File: config.mk
export PLATFORM = sky130hd
export DESIGN_NAME = nv_ram_rws_16x64_fifo_ctrl
export DESIGN_NICKNAME = d
export VERILOG_FILES = /design/src/rtl/nv_ram_rws_16x64_fifo_ctrl.sv
export SDC_FILE = /design/constraint.sdc
export NUM_CORES = 1
export LEC_CHECK = 0
export CORE_AREA = 2 2 109 111
export DETAILED_ROUTE_END_ITERATION = 12
export DIE_AREA = 0 0 111 113
export HOLD_SLACK_MARGIN = 0.1
export SYNTH_ARGS = -nofsm -noshare
export SYNTH_HDL_FRONTEND = slang
export SYNTH_SLANG_ARGS = --single-unit
File: constraint.sdc
create_clock -name nvdla_core_clk -period 5.8 [get_ports nvdla_core_clk]
set_clock_uncertainty 0.1 [all_clocks]
set_input_delay 0.58 -clock nvdla_core_clk [delete_from_list [all_inputs] [get_ports nvdla_core_clk]]
set_output_delay 0.58 -clock nvdla_core_clk [all_outputs]
set_load 0.01 [all_outputs]
File: src/rtl/nv_ram_rws_16x64_fifo_ctrl.sv
// Valid/ready FIFO controller for an external 16x64 RAM with a registered read address.
// Holds the pointers, the occupancy and the read-issue pipeline that turn raw RAM ports into push/pop.
module nv_ram_rws_16x64_fifo_ctrl (
    input  logic        nvdla_core_clk,
    input  logic        nvdla_core_rstn,
    input  logic        wr_pvld,
    output logic        wr_prdy,
    input  logic [63:0] wr_pd,
    output logic        rd_pvld,
    input  logic        rd_prdy,
    output logic [63:0] rd_pd,
    output logic        ram_we,
    output logic [3:0]  ram_wa,
    output logic [63:0] ram_di,
    output logic        ram_re,
    output logic [3:0]  ram_ra,
    input  logic [63:0] ram_dout,
    output logic [4:0]  occupancy
);

    logic [3:0] wr_adr_reg, wr_adr_next;
    logic [3:0] rd_adr_reg, rd_adr_next;
    logic [4:0] occ_reg, occ_next;
    logic [4:0] avail_reg, avail_next;
    logic       rd_pvld_reg, rd_pvld_next;
    logic       wr_prdy_reg, wr_prdy_next;
    logic       push, pop, issue;

    always_comb begin
        push  = wr_pvld & wr_prdy_reg;
        pop   = rd_pvld_reg & rd_prdy;
        // A read is issued only when the output stage is free or being drained this cycle.
        issue = (avail_reg != 5'd0) & (~rd_pvld_reg | rd_prdy);

        wr_adr_next  = wr_adr_reg + {3'd0, push};
        rd_adr_next  = rd_adr_reg + {3'd0, issue};
        avail_next   = avail_reg + {4'd0, push} - {4'd0, issue};
        occ_next     = occ_reg + {4'd0, push} - {4'd0, pop};
        wr_prdy_next = (occ_next != 5'd16);

        rd_pvld_next = rd_pvld_reg;
        if (issue) begin
            rd_pvld_next = 1'b1;
        end else if (pop) begin
            rd_pvld_next = 1'b0;
        end
    end

    always_ff @(posedge nvdla_core_clk or negedge nvdla_core_rstn) begin
        if (!nvdla_core_rstn) begin
            wr_adr_reg  <= 4'd0;
            rd_adr_reg  <= 4'd0;
            occ_reg     <= 5'd0;
            avail_reg   <= 5'd0;
            rd_pvld_reg <= 1'b0;
            wr_prdy_reg <= 1'b0;
        end else begin
            wr_adr_reg  <= wr_adr_next;
            rd_adr_reg  <= rd_adr_next;
            occ_reg     <= occ_next;
            avail_reg   <= avail_next;
            rd_pvld_reg <= rd_pvld_next;
            wr_prdy_reg <= wr_prdy_next;
        end
    end

    // The presented slot stays counted in occ until popped, so ram_dout cannot change under it.
    assign rd_pd     = ram_dout;
    assign rd_pvld   = rd_pvld_reg;
    assign wr_prdy   = wr_prdy_reg;
    assign ram_we    = push;
    assign ram_wa    = wr_adr_reg;
    assign ram_di    = wr_pd;
    assign ram_re    = issue;
    assign ram_ra    = rd_adr_reg;
    assign occupancy = occ_reg;

endmodule

==> results.cfg <==
[setup_path]
startpoint_type = primary input
critPathMaxFanout = 2
critPathArrivalTime_ns = 3.01
required_ns = 5.82
end_kind = register
critical_path_class = primary input to register
reg2reg_slack_ns = 3.07

[sta]
layout_min_cycle_time_ns = 2.99
worstMarginPinSlew_ns = 0.930
max_freq_mhz = 334
final-setup-viol-count = 0
period_share_pct = 51.6
final_hold_viol_count = 0
drv_slew = 0
worst_slack_ns = 2.81
tns_ns = 0
maxSlewHeadroom_pct = 37.8
holdWs_ns = 0.370
rsz0062_at_grt = false

[floorplanning]
initial_utilization_pct = 17.6
rows = 39
die_w_um = 111
coreArea_um2 = 11300
die_h_um = 113
num_io_pins = 277
die_area_um2 = 12500

[routing]
drc = 0
vias = 814
drt_iter0_drc = 41
via_per_inst = 3.22
ant_nets = 0
drt_wl_total_mm = 3.34
routedWlPerCell_um = 13.2
drtPass1Iterations = 4

[logic_synthesis]
synth_edf_count = 0
synthCells = 215
yosys-top-cells-area = buf_4 49%, dfrtp_1 25%, ha_1 9.5%
ys_ff_latch = 20
netlist_area_um2 = 1980
ys.flop_type = dfrtp_1
ys_top_cells_by_count = 128 x buf_4, 20 x dfrtp_1, 19 x inv_1, 15 x ha_1, 7 x xnor2_1
syn_area_per_cell_um2 = 9.21
syn_nets = 364
ys_seq_area_share_pct = 25.3
yosysTopAreaCell = buf_4
async_flop_share_pct = 100
synth_warnings = 0
yosys.area.top_type_share_pct = 48.5
ys_types = 18
synth_most_common_cell = buf_4

[power_and_ir_drop]
seq_power_share_pct = 30.9
vdd_ir_drop_max_mv = 0.201
total_power_mw = 0.896
power_frac_comb_pct = 53.6
leakage_nw = 0.653
swShare_pct = 36.3
intPower_mw = 0.571
pwr-share-clk_pct = 15.5
p_per_area_nw_per_um2 = 608
power.switching_mw = 0.326

[min_path]
hp-class = register to register

[cells_and_area]
stdcell_count = 253
multi_input_area_um2 = 448
layout-drive-gt1-share_pct = 3.64
antennaDiodeCount = 0
fin_nets = 261
final-seq-area_um2 = 500
final_core_util_pct = 13.1
fill_cells = 1277
final_cell_area_um2 = 1470
syn2layout_area_growth_pct = -25.6

[placed_design]
post_dp_cell_area_um2 = 1400
io_buffer_count = 20
dpl.hpwl_mm = 2.82
place_ws_ns = 2.53
gp_routability_congestion = 0.707
place_inst = 250

[clock_tree]
clk_pin_slew_ns = 0.05
cts_tree = built
cts_buffer_depth = 2
ctsResizeCount = 0
post-cts-setup-buffer-count = 0
clk_latency_ns = 0.25
cts_hold_buffers = 0
cts_buffers = 3
cts.sinks = 20
cts_root_buf = clkbuf_16
cts_max_level = 1

[global_route]
track_usage_pct = 5.22
grt_pass1_wl_mm = 4.95
grt_pass1_vias = 823
antenna_found_initial = 0
grt_overflow = 0
grt_max_degree = 21

[outcome]
outcome = finished, final reports clean

[flow_run]
drv_cap = 0
==> kinds of logic (layout without fill, tap and decap cells) <==
group / after synthesis / after routing / share of synthesized area [%]
buf+inv: 147 / 42 / 52.1
flops: 20 / 20 / 25.3
fa+ha+maj: 17 / 17 / 11.5
xor+xnor: 12 / 12 / 5.31
simple gates: 10 / 10 / 2.97
compound gates: 9 / 9 / 2.84
==> routing by layer <==
layer	wire, um	global-route usage [%]	up-vias
li1	-	-	326
met1	1070	4.79	364
met2	1400	6.99	80
met3	613	4.71	44
met4	258	4.58	0
met5	0	0	-
==> critical path: stages <==
cell	delay, ns
clkdlybuf4s50_1	0.47
inv_1	0.06
nor2_1	0.10
ha_1	0.23
inv_1	0.06
ha_1	0.15
inv_1	0.06
fa_1	0.39
nand2b_1	0.16
a21oi_1	0.16
xnor2_1	0.14
or4b_1	0.45
==> cell usage in the layout (no fill, tap or decap) <==
cell type | netlist | layout
and2_1 | 1 | 1
ha_1 | 15 | 15
o21bai_1 | 1 | 1
o21ai_0 | 1 | 1
clkdlybuf4s50_1 | 0 | 20
xor2_1 | 5 | 5
a21oi_1 | 4 | 4
nand2b_1 | 2 | 2
nand3_1 | 2 | 2
nor2_1 | 3 | 3
clkbuf_16 | 0 | 3
inv_1 | 19 | 19
nor4b_1 | 1 | 1
xnor2_1 | 7 | 7
fa_1 | 2 | 2
dfrtp_1 | 20 | 20
or4b_1 | 1 | 1
a21o_1 | 2 | 2
a21oi_2 | 1 | 1
==> cell type report <==
| type | count | share of cell area [%] |
|---|---|---|
| sequential | 20 | 34.0 |
| multi-input combinational | 48 | 30.4 |
| timing repair buffer | 20 | 13.6 |
| tap | 143 | 12.1 |
| clock buffer | 3 | 5.09 |
| inverter | 19 | 4.84 |
==> power groups by stage <==
stage               clock [mW]  sequential [mW]  combinational, mW
finish                   0.139            0.277              0.481
global route             0.154            0.289              0.549
CTS                      0.148            0.278              0.494
detailed placement           0            0.280              0.489
global placement             0            0.279              0.478
floorplan                    0            0.293              0.380
==> worst paths after layout <==
path / start / end / cells after the start
worst min-delay path: ram_wa[3] / ram_wa[3] / 1
worst max register to register: avail_reg[3] / avail_reg[4] / 13
worst min register to register: ram_wa[3] / ram_wa[3] / 1
max in group asynchronous: nvdla_core_rstn / ram_ra[0] / 1
worst max-delay path: rd_prdy / wr_prdy / 12
min in group asynchronous: nvdla_core_rstn / occupancy[2] / 1
No activity file was read; power rests on OpenSTA's default activity.
==> RTL change (same flow settings) <==
`rd_adr_reg` no longer has a reset.
--- a/src/rtl/nv_ram_rws_16x64_fifo_ctrl.sv
+++ b/src/rtl/nv_ram_rws_16x64_fifo_ctrl.sv
@@ -49,19 +49,21 @@
     always_ff @(posedge nvdla_core_clk or negedge nvdla_core_rstn) begin
         if (!nvdla_core_rstn) begin
             wr_adr_reg  <= 4'd0;
-            rd_adr_reg  <= 4'd0;
             occ_reg     <= 5'd0;
             avail_reg   <= 5'd0;
             rd_pvld_reg <= 1'b0;
             wr_prdy_reg <= 1'b0;
         end else begin
             wr_adr_reg  <= wr_adr_next;
-            rd_adr_reg  <= rd_adr_next;
             occ_reg     <= occ_next;
             avail_reg   <= avail_next;
             rd_pvld_reg <= rd_pvld_next;
             wr_prdy_reg <= wr_prdy_next;
         end
+    end
+
+    always_ff @(posedge nvdla_core_clk) begin
+        rd_adr_reg <= rd_adr_next;
     end
 
     // The presented slot stays counted in occ until popped, so ram_dout cannot change under it.
Check against the original RTL: differs if nvdla_core_rstn is asserted again (counterexample within 4 cycles, from zero or initial values and one cycle with nvdla_core_rstn low); with nvdla_core_rstn held inactive, the same outputs for 10 cycles.
==> RTL change against the original RTL <==
Core utilization is 0.089 points higher. Total power up 5.9%. Worst setup slack worse by 0.0096 ns. Area after synthesis shrank 1.0%. Sequential cell count unchanged. Final area grew 0.68%. Fmax fell by 0.32%. Wire length fell by 11%.
==> RTL change: results (changes against the original RTL) <==
Vias/cell = 3.11 (-3.2%)
Synth Area in Adders = 0.116 (+0.00117)
Post-synth cell types = 19 (+1)
Met3 WL = 508 um (-17%)
P_leak = 0.000654 uW (+0.15%)
Dpl ws = 2.51 ns (-0.0197 ns)
Drt first pass iters = 2 (-2)
Ys async rst share = 0.800 (-0.200)
Reg2Reg Setup Slack = 3.08 ns (about the same)
Vias in the first global route = 868 (+5.5%)
GP Congestion = 0.713 (+0.88%)
Max VDD drop = 0.231 mV (+15%)
Status = complete, no violations
Drt wl/cell = 11.7 um (-12%)
M1 WL = 987 um (-7.9%)
Area contributors post-synth = buf_4 49%, dfrtp_1 20%, ha_1 9.6%
Synth Area in Compound Gates = 0.0287 (+0.000290)
Met2 WL post-DR = 1210 um (-14%)
Worst R2R Start = avail_reg[2]$_DFF_PN0_
Top post-synthesis cells by count = 128 x buf_4, 19 x inv_1, 16 x dfrtp_1
Crit path DAT = 3.02 ns (about the same)
GRT Total Usage = 0.0482 (-0.00400)
Hold Path End = ram_ra[3]$_DFF_P_
Iteration-0 DRC Markers = 18 (-56%)
Synth Area in XOR/XNOR = 0.0536 (+0.000542)
DP Wirelength = 2470 um (-12%)
Pwr/cell area = 640 nW/um^2 (+5.2%)
==> RTL change: cell types whose count changed in the layout (fill, tap and decap cells not counted) <==
cell       before  now
dfxtp_1         0    4
bufinv_16       0    1
dfrtp_1        20   16
==> RTL change: layout make-up <==
class,instances,area [sq um]
sequential,20,480
multi-input combinational,48,448
fill,1263,9790
clock inverter,1,30.0
timing repair buffer,20,200
tap,143,179
clock buffer,3,75.1
inverter,19,71.3
==> RTL change: kinds of logic (layout without fill, tap and decap cells) <==
logic type	after synthesis	in the layout
buf+inv	147	43
flops	20	20
fa+ha+maj	17	17
xor+xnor	12	12
simple gates	10	10
compound gates	9	9
==> RTL change: where the power goes <==
group | switching (uW) | internal (uW)
clock | 51.3 | 137
sequential | 58.1 | 220
combinational | 221 | 262
total | 331 | 619
==> RTL change: worst max path at each step <==
stage,depth (start not counted),start,end
after detailed placement,12,rd_prdy,wr_prdy$_DFF_PN0_
after CTS,12,rd_prdy,wr_prdy$_DFF_PN0_
final,12,rd_prdy,wr_prdy$_DFF_PN0_
after floorplan,11,rd_prdy,wr_prdy$_DFF_PN0_
after global routing,12,rd_prdy,wr_prdy$_DFF_PN0_
after global placement,12,rd_prdy,wr_prdy$_DFF_PN0_
==> RTL change: critical path, stage by stage <==
cell	delay [ns]
clkdlybuf4s50_1	0.49
inv_1	0.06
nor2_1	0.09
ha_1	0.23
inv_1	0.05
ha_1	0.15
inv_1	0.05
fa_1	0.39
nand2b_1	0.16
a21oi_1	0.16
xnor2_1	0.15
or4b_1	0.47
==> RTL change: per-stage QoR <==
step,instance area [sq um],instances,utilization,hold slack (ns)
2_1_floorplan,1960,215,-,0.184
3_3_place_gp,1380,250,0.122,0.351
3_5_place_dp,1380,250,0.122,0.350
4_1_cts,1480,254,0.132,0.363
5_1_grt,1480,254,0.132,0.390
6_report,1480,254,0.132,0.355
==> RTL change: per-layer routing <==
| metal | GRT usage | up-vias |
|---|---|---|
| met5 | 0 | - |
| met4 | 0.0450 | 0 |
| met3 | 0.0445 | 46 |
| met2 | 0.0609 | 66 |
| met1 | 0.0456 | 354 |
| li1 | - | 325 |
